===== src/rtl/gpu_ram_arbiter.sv =====
// Shares the single GPU RAM port between the Z80 bus (A), the RS232 debugger (B) and the
// geometry unit (C). A/B alternate; C takes spare cycles or is forced in by a starvation watchdog.
module gpu_ram_arbiter #(
  parameter int unsigned READ_CLOCK_CYCLES = 2,
  parameter int unsigned GEO_MAX_WAIT      = 8,
  parameter bit          GEO_ENDIAN_SWAP   = 1'b1
) (
  input  logic        clk,
  input  logic        reset,
  input  logic        a_req,
  input  logic        b_req,
  input  logic        c_req,
  input  logic        a_wr,
  input  logic        b_wr,
  input  logic        c_wr,
  input  logic [19:0] a_addr,
  input  logic [19:0] b_addr,
  input  logic [19:0] c_addr,
  input  logic [7:0]  a_wdata,
  input  logic [7:0]  b_wdata,
  input  logic [15:0] c_wdata,
  output logic        a_ack,
  output logic        b_ack,
  output logic        c_ack,
  output logic        ram_rd_req,
  output logic        ram_wr_ena,
  output logic        ram_ena_16bit,
  output logic [19:0] ram_address,
  output logic [15:0] ram_data_out,
  input  logic [15:0] ram_data_in,
  output logic        a_rd_rdy,
  output logic        b_rd_rdy,
  output logic        c_rd_rdy,
  output logic [15:0] rd_data,
  output logic        geo_forced
);

  localparam int unsigned AW = 20;
  localparam int unsigned DW = 16;
  localparam int unsigned BW = 8;
  localparam int unsigned WW = 8;

  typedef enum logic [1:0] {
    TAG_NONE = 2'd0,
    TAG_A    = 2'd1,
    TAG_B    = 2'd2,
    TAG_C    = 2'd3
  } tag_e;

  typedef struct packed {
    logic          wr;
    logic [AW-1:0] addr;
    logic [DW-1:0] wdata;
  } acc_t;

  function automatic logic [DW-1:0] byte_swap(input logic [DW-1:0] v);
    return {v[BW-1:0], v[DW-1:BW]};
  endfunction

  logic [WW-1:0] wait_cnt;
  logic          last_b;
  logic          force_c;
  tag_e          grant;
  acc_t          sel;
  logic [DW-1:0] c_wdata_ram;
  tag_e          tag_q [READ_CLOCK_CYCLES+1];
  tag_e          tag_out;

  assign c_wdata_ram = GEO_ENDIAN_SWAP ? byte_swap(c_wdata) : c_wdata;

  // Grant priority: watchdog-forced C, A/B tie by round-robin, lone A/B, then spare-cycle C.
  always_comb begin
    grant   = TAG_NONE;
    force_c = 1'b0;
    if (reset) begin
      if (c_req && (wait_cnt == WW'(GEO_MAX_WAIT))) begin
        grant   = TAG_C;
        force_c = 1'b1;
      end else if (a_req && b_req) begin
        grant = last_b ? TAG_A : TAG_B;
      end else if (a_req) begin
        grant = TAG_A;
      end else if (b_req) begin
        grant = TAG_B;
      end else if (c_req) begin
        grant = TAG_C;
      end
    end
  end

  assign a_ack = (grant == TAG_A);
  assign b_ack = (grant == TAG_B);
  assign c_ack = (grant == TAG_C);

  always_comb begin
    sel = '0;
    case (grant)
      TAG_A: begin
        sel.wr    = a_wr;
        sel.addr  = a_addr;
        sel.wdata = {{(DW-BW){1'b0}}, a_wdata};
      end
      TAG_B: begin
        sel.wr    = b_wr;
        sel.addr  = b_addr;
        sel.wdata = {{(DW-BW){1'b0}}, b_wdata};
      end
      TAG_C: begin
        sel.wr    = c_wr;
        sel.addr  = c_addr;
        sel.wdata = c_wdata_ram;
      end
      default: ;
    endcase
  end

  always_ff @(posedge clk) begin
    if (!reset) begin
      ram_rd_req    <= 1'b0;
      ram_wr_ena    <= 1'b0;
      ram_ena_16bit <= 1'b0;
      ram_address   <= '0;
      ram_data_out  <= '0;
      geo_forced    <= 1'b0;
      wait_cnt      <= '0;
      last_b        <= 1'b1;
      for (int unsigned i = 0; i <= READ_CLOCK_CYCLES; i++) tag_q[i] <= TAG_NONE;
    end else begin
      geo_forced <= force_c;

      // Idle cycles drop the strobes but keep address/data stable on the RAM bus.
      if (grant != TAG_NONE) begin
        ram_address   <= sel.addr;
        ram_data_out  <= sel.wdata;
        ram_wr_ena    <= sel.wr;
        ram_rd_req    <= !sel.wr;
        ram_ena_16bit <= (grant == TAG_C);
      end else begin
        ram_wr_ena    <= 1'b0;
        ram_rd_req    <= 1'b0;
        ram_ena_16bit <= 1'b0;
      end

      if (grant == TAG_A) last_b <= 1'b0;
      else if (grant == TAG_B) last_b <= 1'b1;

      if (!c_req || (grant == TAG_C)) wait_cnt <= '0;
      else if (wait_cnt != WW'(GEO_MAX_WAIT)) wait_cnt <= wait_cnt + WW'(1);

      tag_q[0] <= ((grant != TAG_NONE) && !sel.wr) ? grant : TAG_NONE;
      for (int unsigned i = 1; i <= READ_CLOCK_CYCLES; i++) tag_q[i] <= tag_q[i-1];
    end
  end

  // The tag leaving the pipeline lines up with the RAM read data for that request.
  assign tag_out  = tag_q[READ_CLOCK_CYCLES];
  assign a_rd_rdy = (tag_out == TAG_A);
  assign b_rd_rdy = (tag_out == TAG_B);
  assign c_rd_rdy = (tag_out == TAG_C);
  assign rd_data  = (GEO_ENDIAN_SWAP && (tag_out == TAG_C)) ? byte_swap(ram_data_in) : ram_data_in;

endmodule


===== config.mk =====
export PLATFORM = sky130hd
export DESIGN_NAME = gpu_ram_arbiter
export DESIGN_NICKNAME = d
export VERILOG_FILES = /design/src/rtl/gpu_ram_arbiter.sv
export SDC_FILE = /design/constraint.sdc
export NUM_CORES = 1
export LEC_CHECK = 0
export BUFFER_PORTS_ARGS = -buffer_cell sky130_fd_sc_hd__buf_2
export CORE_AREA = 2 2 83 85
export DETAILED_ROUTE_END_ITERATION = 12
export DIE_AREA = 0 0 85 87
export MAX_ROUTING_LAYER = met4
export PLACE_DENSITY = 0.83
export SLEW_MARGIN = 20
export SYNTH_ARGS = -nofsm -noshare
export SYNTH_HDL_FRONTEND = slang
export SYNTH_SLANG_ARGS = --single-unit

===== constraint.sdc =====
create_clock -name clk -period 3.1 [get_ports clk]
set_clock_uncertainty 0.1 [all_clocks]
set_input_delay 0.31 -clock clk [delete_from_list [all_inputs] [get_ports clk]]
set_output_delay 0.31 -clock clk [all_outputs]
set_load 0.03 [all_outputs]

; Yosys cells after proc, flatten, opt, wreduce, memory -nomap -nowiden
; Memory sizes are Yosys's and may differ from the RTL's.
; Cells that the tools add are included.
[totals]
reg_bits = 49
latchBits = 0
mem_bits_rw = 6
rom_bits = 0
inputBits = 116
out_inout_bits = 62
n_memories = 1
[classes]
addsub = 1
n_mul = 0
n_div = 0
magnitude_cmp = 0
n_eq_ne = 8
shift = 0
mux = 18
n_bitwise = 4
reduce_logical = 10
[mem_list]
columns = memory, words, word_bits, read_ports, rd_clocked_by_memory_dff, write_ports, line_no
row1 = tag_q, 3, 2, 3, 0, 3, 66  ; tag_e tag_q [READ_CLOCK_CYCLES+1];
[ops]
columns = cell, count
row1 = 37-bit case mux with 3 select lines, 1
row2 = 2-bit 2-to-1 mux, 11
row3 = 16-bit 2-to-1 mux, 1
row4 = 8-bit by 1-bit adder with 8-bit output (second input constant), 1
row5 = 2-bit equality test (second input constant), 4
row6 = 8-bit by 4-bit equality test with 1-bit output (second input constant), 1
row7 = 8-bit by 4-bit != test with 1-bit output (second input constant), 1
row8 = 1-bit 2-to-1 mux, 5
row9 = 2-bit by 1-bit equality test with 1-bit output (second input constant), 2
row10 = 2-bit nonzero test, 2
row11 = 1-bit logical AND, 3
row12 = 1-bit bitwise OR, 3
row13 = 1-bit logical NOT, 2
row14 = 2-bit AND reduction, 1
row15 = 2-bit OR reduction, 1
row16 = 1-bit logical OR, 1
row17 = 1-bit NOT, 1

; Longest topological paths before layout
[depth]
depth_word = 12
depth_mapped = 11
mapped_depth_nobuf = 9

; Least setup slack after synthesis
; OpenSTA, ideal clock, no wires.
[synth_timing]
kind = register -> register
startpoint = register wait_cnt[0]
endpoint = register ram_address[10]
arrival_time_ns = 2.361
path_slack_ns = 0.511
path_stages_with_launch = 12
n_path_buf = 2
path_cell_list = dfxtp_1 > inv_1 > ha_1 > and4bb_2 > nand3_2 > a21o_1 > ha_1 > buf_6 > buf_2 > a222oi_1 > a2bb2oi_1 > nor2_1
[synth_via]
elab_chain_len = 6
word_cells_on_any_way = 9
cone_classes = 4 x eq/ne / 3 x mux / 2 x reduce/logical
[synth_rtl]
columns = element, line_no
row1 = start: declaration, 60  ; logic [WW-1:0] wait_cnt;
row2 = start signal: assignment, 148  ; else if (wait_cnt != WW'(GEO_MAX_WAIT)) wait_cnt <= wait_cnt + WW'(1);
row3 = 8-bit by 4-bit equality test with 1-bit output, 76  ; if (c_req && (wait_cnt == WW'(GEO_MAX_WAIT))) begin
row4 = 1-bit logical AND, 76
row5 = 2-bit 2-to-1 mux, 76
row6 = 2-bit 2-to-1 mux, 75  ; if (reset) begin
row7 = 2-bit equality test, n/a
row8 = named net b_ack, 23  ; output logic b_ack,
row9 = 37-bit case mux with 3 select lines, 97  ; case (grant)
row10 = end signal: assignment, 133  ; ram_address <= sel.addr;
row11 = end: declaration, 28  ; output logic [19:0] ram_address,
; The timed path passes the listed nets, and every way through them passes these cells.
; A chain may end at the register's enable or synchronous reset.

; Final worst setup path
[layout_timing]
startpoint = register wait_cnt[0]
endpoint = output a_ack
[layout_via]
elab_chain_len = 5
[layout_rtl]
columns = element, line_no
row1 = 8-bit by 4-bit equality test with 1-bit output, 76
row2 = 1-bit logical AND, 76
row3 = 2-bit 2-to-1 mux, 76
row4 = 2-bit 2-to-1 mux, 75
row5 = named net grant[0], 63  ; tag_e grant;
row6 = 2-bit by 1-bit equality test with 1-bit output, 91  ; assign a_ack = (grant == TAG_A);
row7 = end: declaration, 22  ; output logic a_ack,
; The timed path passes the listed nets, and every way through them passes these cells.

==> flow_summary.json <==
{
  "fin_worst_hold_slack_ns": 0.167,
  "drc_marker_count_from_the_first_detailed_route_iteration": 180,
  "finalCriticalPeriod_ns": 2.85,
  "areaGrowthSynthToFinish_pct": 38.6,
  "crit_fanout": 23,
  "fin_crit_share_pct": 92.0,
  "die_height_microns": 87,
  "initial_core_util_pct": 40.1,
  "yosys_warnings": 0,
  "comb_power_share_pct": 23.7,
  "worstReg2RegStart": "wait_cnt[0]$_SDFFE_PP0P_",
  "port-buffer-count": 177,
  "tightest_slew_ns": 0.599,
  "critical_path.endpoint_type": "primary output",
  "syn-cell-area_sq_mm": 0.00264,
  "crit_required_ns": 2.69,
  "drive_above_1_share_pct": 47.6,
  "hold_path_class": "in -> reg",
  "power_per_cell_area_mw_per_mm2": 398,
  "timing.fmax_mhz": 351,
  "routedWlPerCell_microns": 13.9,
  "first_pass_grt_wire_length_microns": 11400,
  "number_of_global_route_vias_before_repair": 2573,
  "peakVddDrop_mv": 0.215,
  "synth_adder_area_share_pct": 3.32,
  "synth_seq_cells": 55,
  "die_w_microns": 85,
  "tritoncts_sinks": 55,
  "antennaDiodeCount": 0,
  "drcViolationCount": 0,
  "worstSkewPairLatency_ns": 0.30,
  "status": "finished, final reports clean",
  "synthesis.instances": 277,
  "switching_share_pct": 28.3,
  "synth_compound_area_share_pct": 26.7,
  "io_pins": 178,
  "cts.root.buffer_cell": "clkbuf_8",
  "worstHoldPathCells": 2,
  "post_synth_edffs": 0,
  "fp.dieArea_sq_mm": 0.00740,
  "core_area_sq_mm": 0.00657,
  "report.final.slew_viol_count": 0,
  "vias_per_cell": 5.36,
  "part_of_the_total_power_dissipated_in_the_clock_network_pct": 25.7,
  "post_synth_and_or_nand_nor_area_fraction_pct": 15.5,
  "worst-r2r-setup-slack_ns": 0.37,
  "worstPathArrival_ns": 2.44,
  "tritoncts": "done",
  "routed_wirelength_microns": 7300,
  "synth.area.mux_share_pct": 6.84,
  "yosysSeqAreaShare_pct": 41.8,
  "clock_pin_slew_reported_for_the_worst_setup_and_hold_paths_after_clock_tree_synthesis_ns": 0.09,
  "r2r-end": "ram_data_out[8]$_SDFFE_PN0N_",
  "seq_power_share_pct": 50.5,
  "final-hold-violation-count": 0,
  "clockBufferDepth": 2,
  "row_count": 30,
  "async_flop_share_pct": 0,
  "gpl.final_weighted_congestion": 0.860,
  "maxCapViolCount": 0,
  "netSwitchingPower_mw": 0.411,
  "cts_buffers": 5,
  "syn-mean-instance-area_sq_um": 9.51,
  "place_hpwl_microns": 5580,
  "ff2ff_path_depth": 10,
  "setup_violations": 0,
  "worstHoldStart": "reset",
  "grt_max_degree": 47,
  "groute.usage.overall_pct": 19.2,
  "postSynth.topFlopCell": "dfxtp_1",
  "synth_xor_xnor_area_share_pct": 0.997,
  "postCtsSetupRepairBufs": 0,
  "p_leak_nw": 1.74,
  "postCtsHoldBufs": 0,
  "drt_first_pass_iters": 8,
  "routed_antenna_nets": 0,
  "post_synth_net_total": 400,
  "final.fill_count": 599,
  "relSlewSlack_pct": 60.0,
  "setup_tns_ns": 0,
  "h-tree-depth": 2,
  "grt_remaining_overflow": 0,
  "holdPathEnd": "last_b$_SDFFE_PN1P_",
  "initial_antenna_violation_count": 0,
  "synth_cell_types": 33,
  "setup.worst_path.class": "reg -> out",
  "critical_path.startpoint_type": "flop",
  "power_report.internal_total_mw": 1.04,
  "vias": 2815,
  "main_combinational_cell_family_by_area_after_synthesis": "compound AO/OA/AOI/OAI gates",
  "final_net_count": 567,
  "rsz0062_at_grt": "no"
}
## worst max-delay path, stage by stage, from the launching register on
cell	delay (ns)
dfxtp_1	0.37
inv_1	0.09
ha_1	0.16
and4bb_2	0.28
nand3_2	0.16
a21oi_1	0.27
ha_2	0.34
buf_6	0.23
buf_2	0.23
## state kept, by name (all words and copies together) (netlist names)
register / cells
ram_address: 20
ram_data_out: 16
wait_cnt: 8
tag_q: 6
geo_forced: 1
last_b: 1
ram_ena_16bit: 1
ram_rd_req: 1
ram_wr_ena: 1
## worst max path at each step
stage | from | to
after floorplan | wait_cnt[0]$_SDFFE_PP0P_ | ram_address[10]$_SDFFE_PN0N_
after global placement | wait_cnt[0]$_SDFFE_PP0P_ | ram_data_out[6]$_SDFFE_PN0N_
after detailed placement | wait_cnt[0]$_SDFFE_PP0P_ | ram_address[4]$_SDFFE_PN0N_
after CTS | wait_cnt[0]$_SDFFE_PP0P_ | a_ack
after global routing | wait_cnt[0]$_SDFFE_PP0P_ | a_ack
final | wait_cnt[0]$_SDFFE_PP0P_ | a_ack
## layout make-up
| type | count | area (sq um) | area share, % |
|---|---|---|---|
| Clock buffer | 7 | 76.3 | 2.09 |
| Clock inverter | 1 | 5.00 | 0.137 |
| Inverter | 7 | 26.3 | 0.719 |
| Multi-Input combinational cell | 192 | 1410 | 38.6 |
| Tap cell | 80 | 100 | 2.74 |
| Timing Repair Buffer | 183 | 935 | 25.6 |
| Sequential cell | 55 | 1100 | 30.1 |
## kinds of logic after synthesis
family | after synthesis
compound gates | 86
buf+inv | 30
xor+xnor | 3
flops | 55
mux | 16
simple gates | 80
fa+ha+maj | 7
## routing by layer
metal | global-route usage (%) | wire length [microns] | vias up
met5 | - | 0 | -
met4 | 2.60 | 40 | 0
met3 | 3.98 | 504 | 5
met2 | 36.9 | 3800 | 124
met1 | 20.8 | 2950 | 1289
li1 | - | - | 1397
## cell usage in the layout (no fill, tap or decap), types with 2 or more instances in the layout
master and instances:
ha_1 6, buf_2 177, inv_1 6, xor2_1 2
a222oi_1 29, and2_1 5, clkbuf_1 2, nor2_1 31
mux2_2 16, clkbuf_8 5, a2bb2oi_1 28, nor2b_1 4
nand3b_1 9, nand2_1 12, nand3_1 5, buf_4 5
dfxtp_1 55, o21ai_0 6, nor4_1 2, a21o_1 3
nor3_1 3, a21oi_1 16, or3_1 4
## cells in the mapped netlist (2+ instances only)
cell type	count	area, sq um
nor3_1	3	15.0
nand2_1	12	45.0
dfxtp_1	55	1100
a222oi_1	29	290
buf_2	6	30.0
clkbuf_1	16	60.1
nor4_1	2	12.5
o21ai_0	6	30.0
nand3b_1	9	67.6
nor2b_1	4	25.0
a21oi_1	16	80.1
or3_1	4	25.0
nor2_1	31	116
nand3_1	5	25.0
a2bb2oi_1	28	245
a21o_1	3	22.5
mux2_2	16	180
ha_1	7	87.6
xor2_1	2	17.5
inv_1	6	22.5
and2_1	5	31.3
## through the flow
stage          cells  area, sq um  setup WS (ns)  power (mW)  utilization [%]
2_1_floorplan    277         2640          0.511       0.966                -
3_3_place_gp     517         3560          0.403        1.09             54.3
3_5_place_dp     517         3560          0.237        1.10             54.3
4_1_cts          525         3650         0.0745        1.47             55.5
5_1_grt          525         3650         0.0493        1.53             55.6
6_report         525         3650          0.248        1.45             55.6
## what timing repair did
item | in CTS | in global routing
gates resized for setup | 0 | 3
endpoints found under the hold margin | 0 | 0
endpoints found under the setup margin | 0 | 6
## power groups by stage
| stage | logic [mW] | registers (mW) | clock network, mW |
|---|---|---|---|
| after floorplan | 0.189 | 0.777 | 0 |
| after global placement | 0.337 | 0.749 | 0 |
| after detailed placement | 0.346 | 0.750 | 0 |
| after CTS | 0.347 | 0.734 | 0.389 |
| after global routing | 0.375 | 0.736 | 0.420 |
| final | 0.345 | 0.734 | 0.374 |
Power figures use the tool's default switching activity.
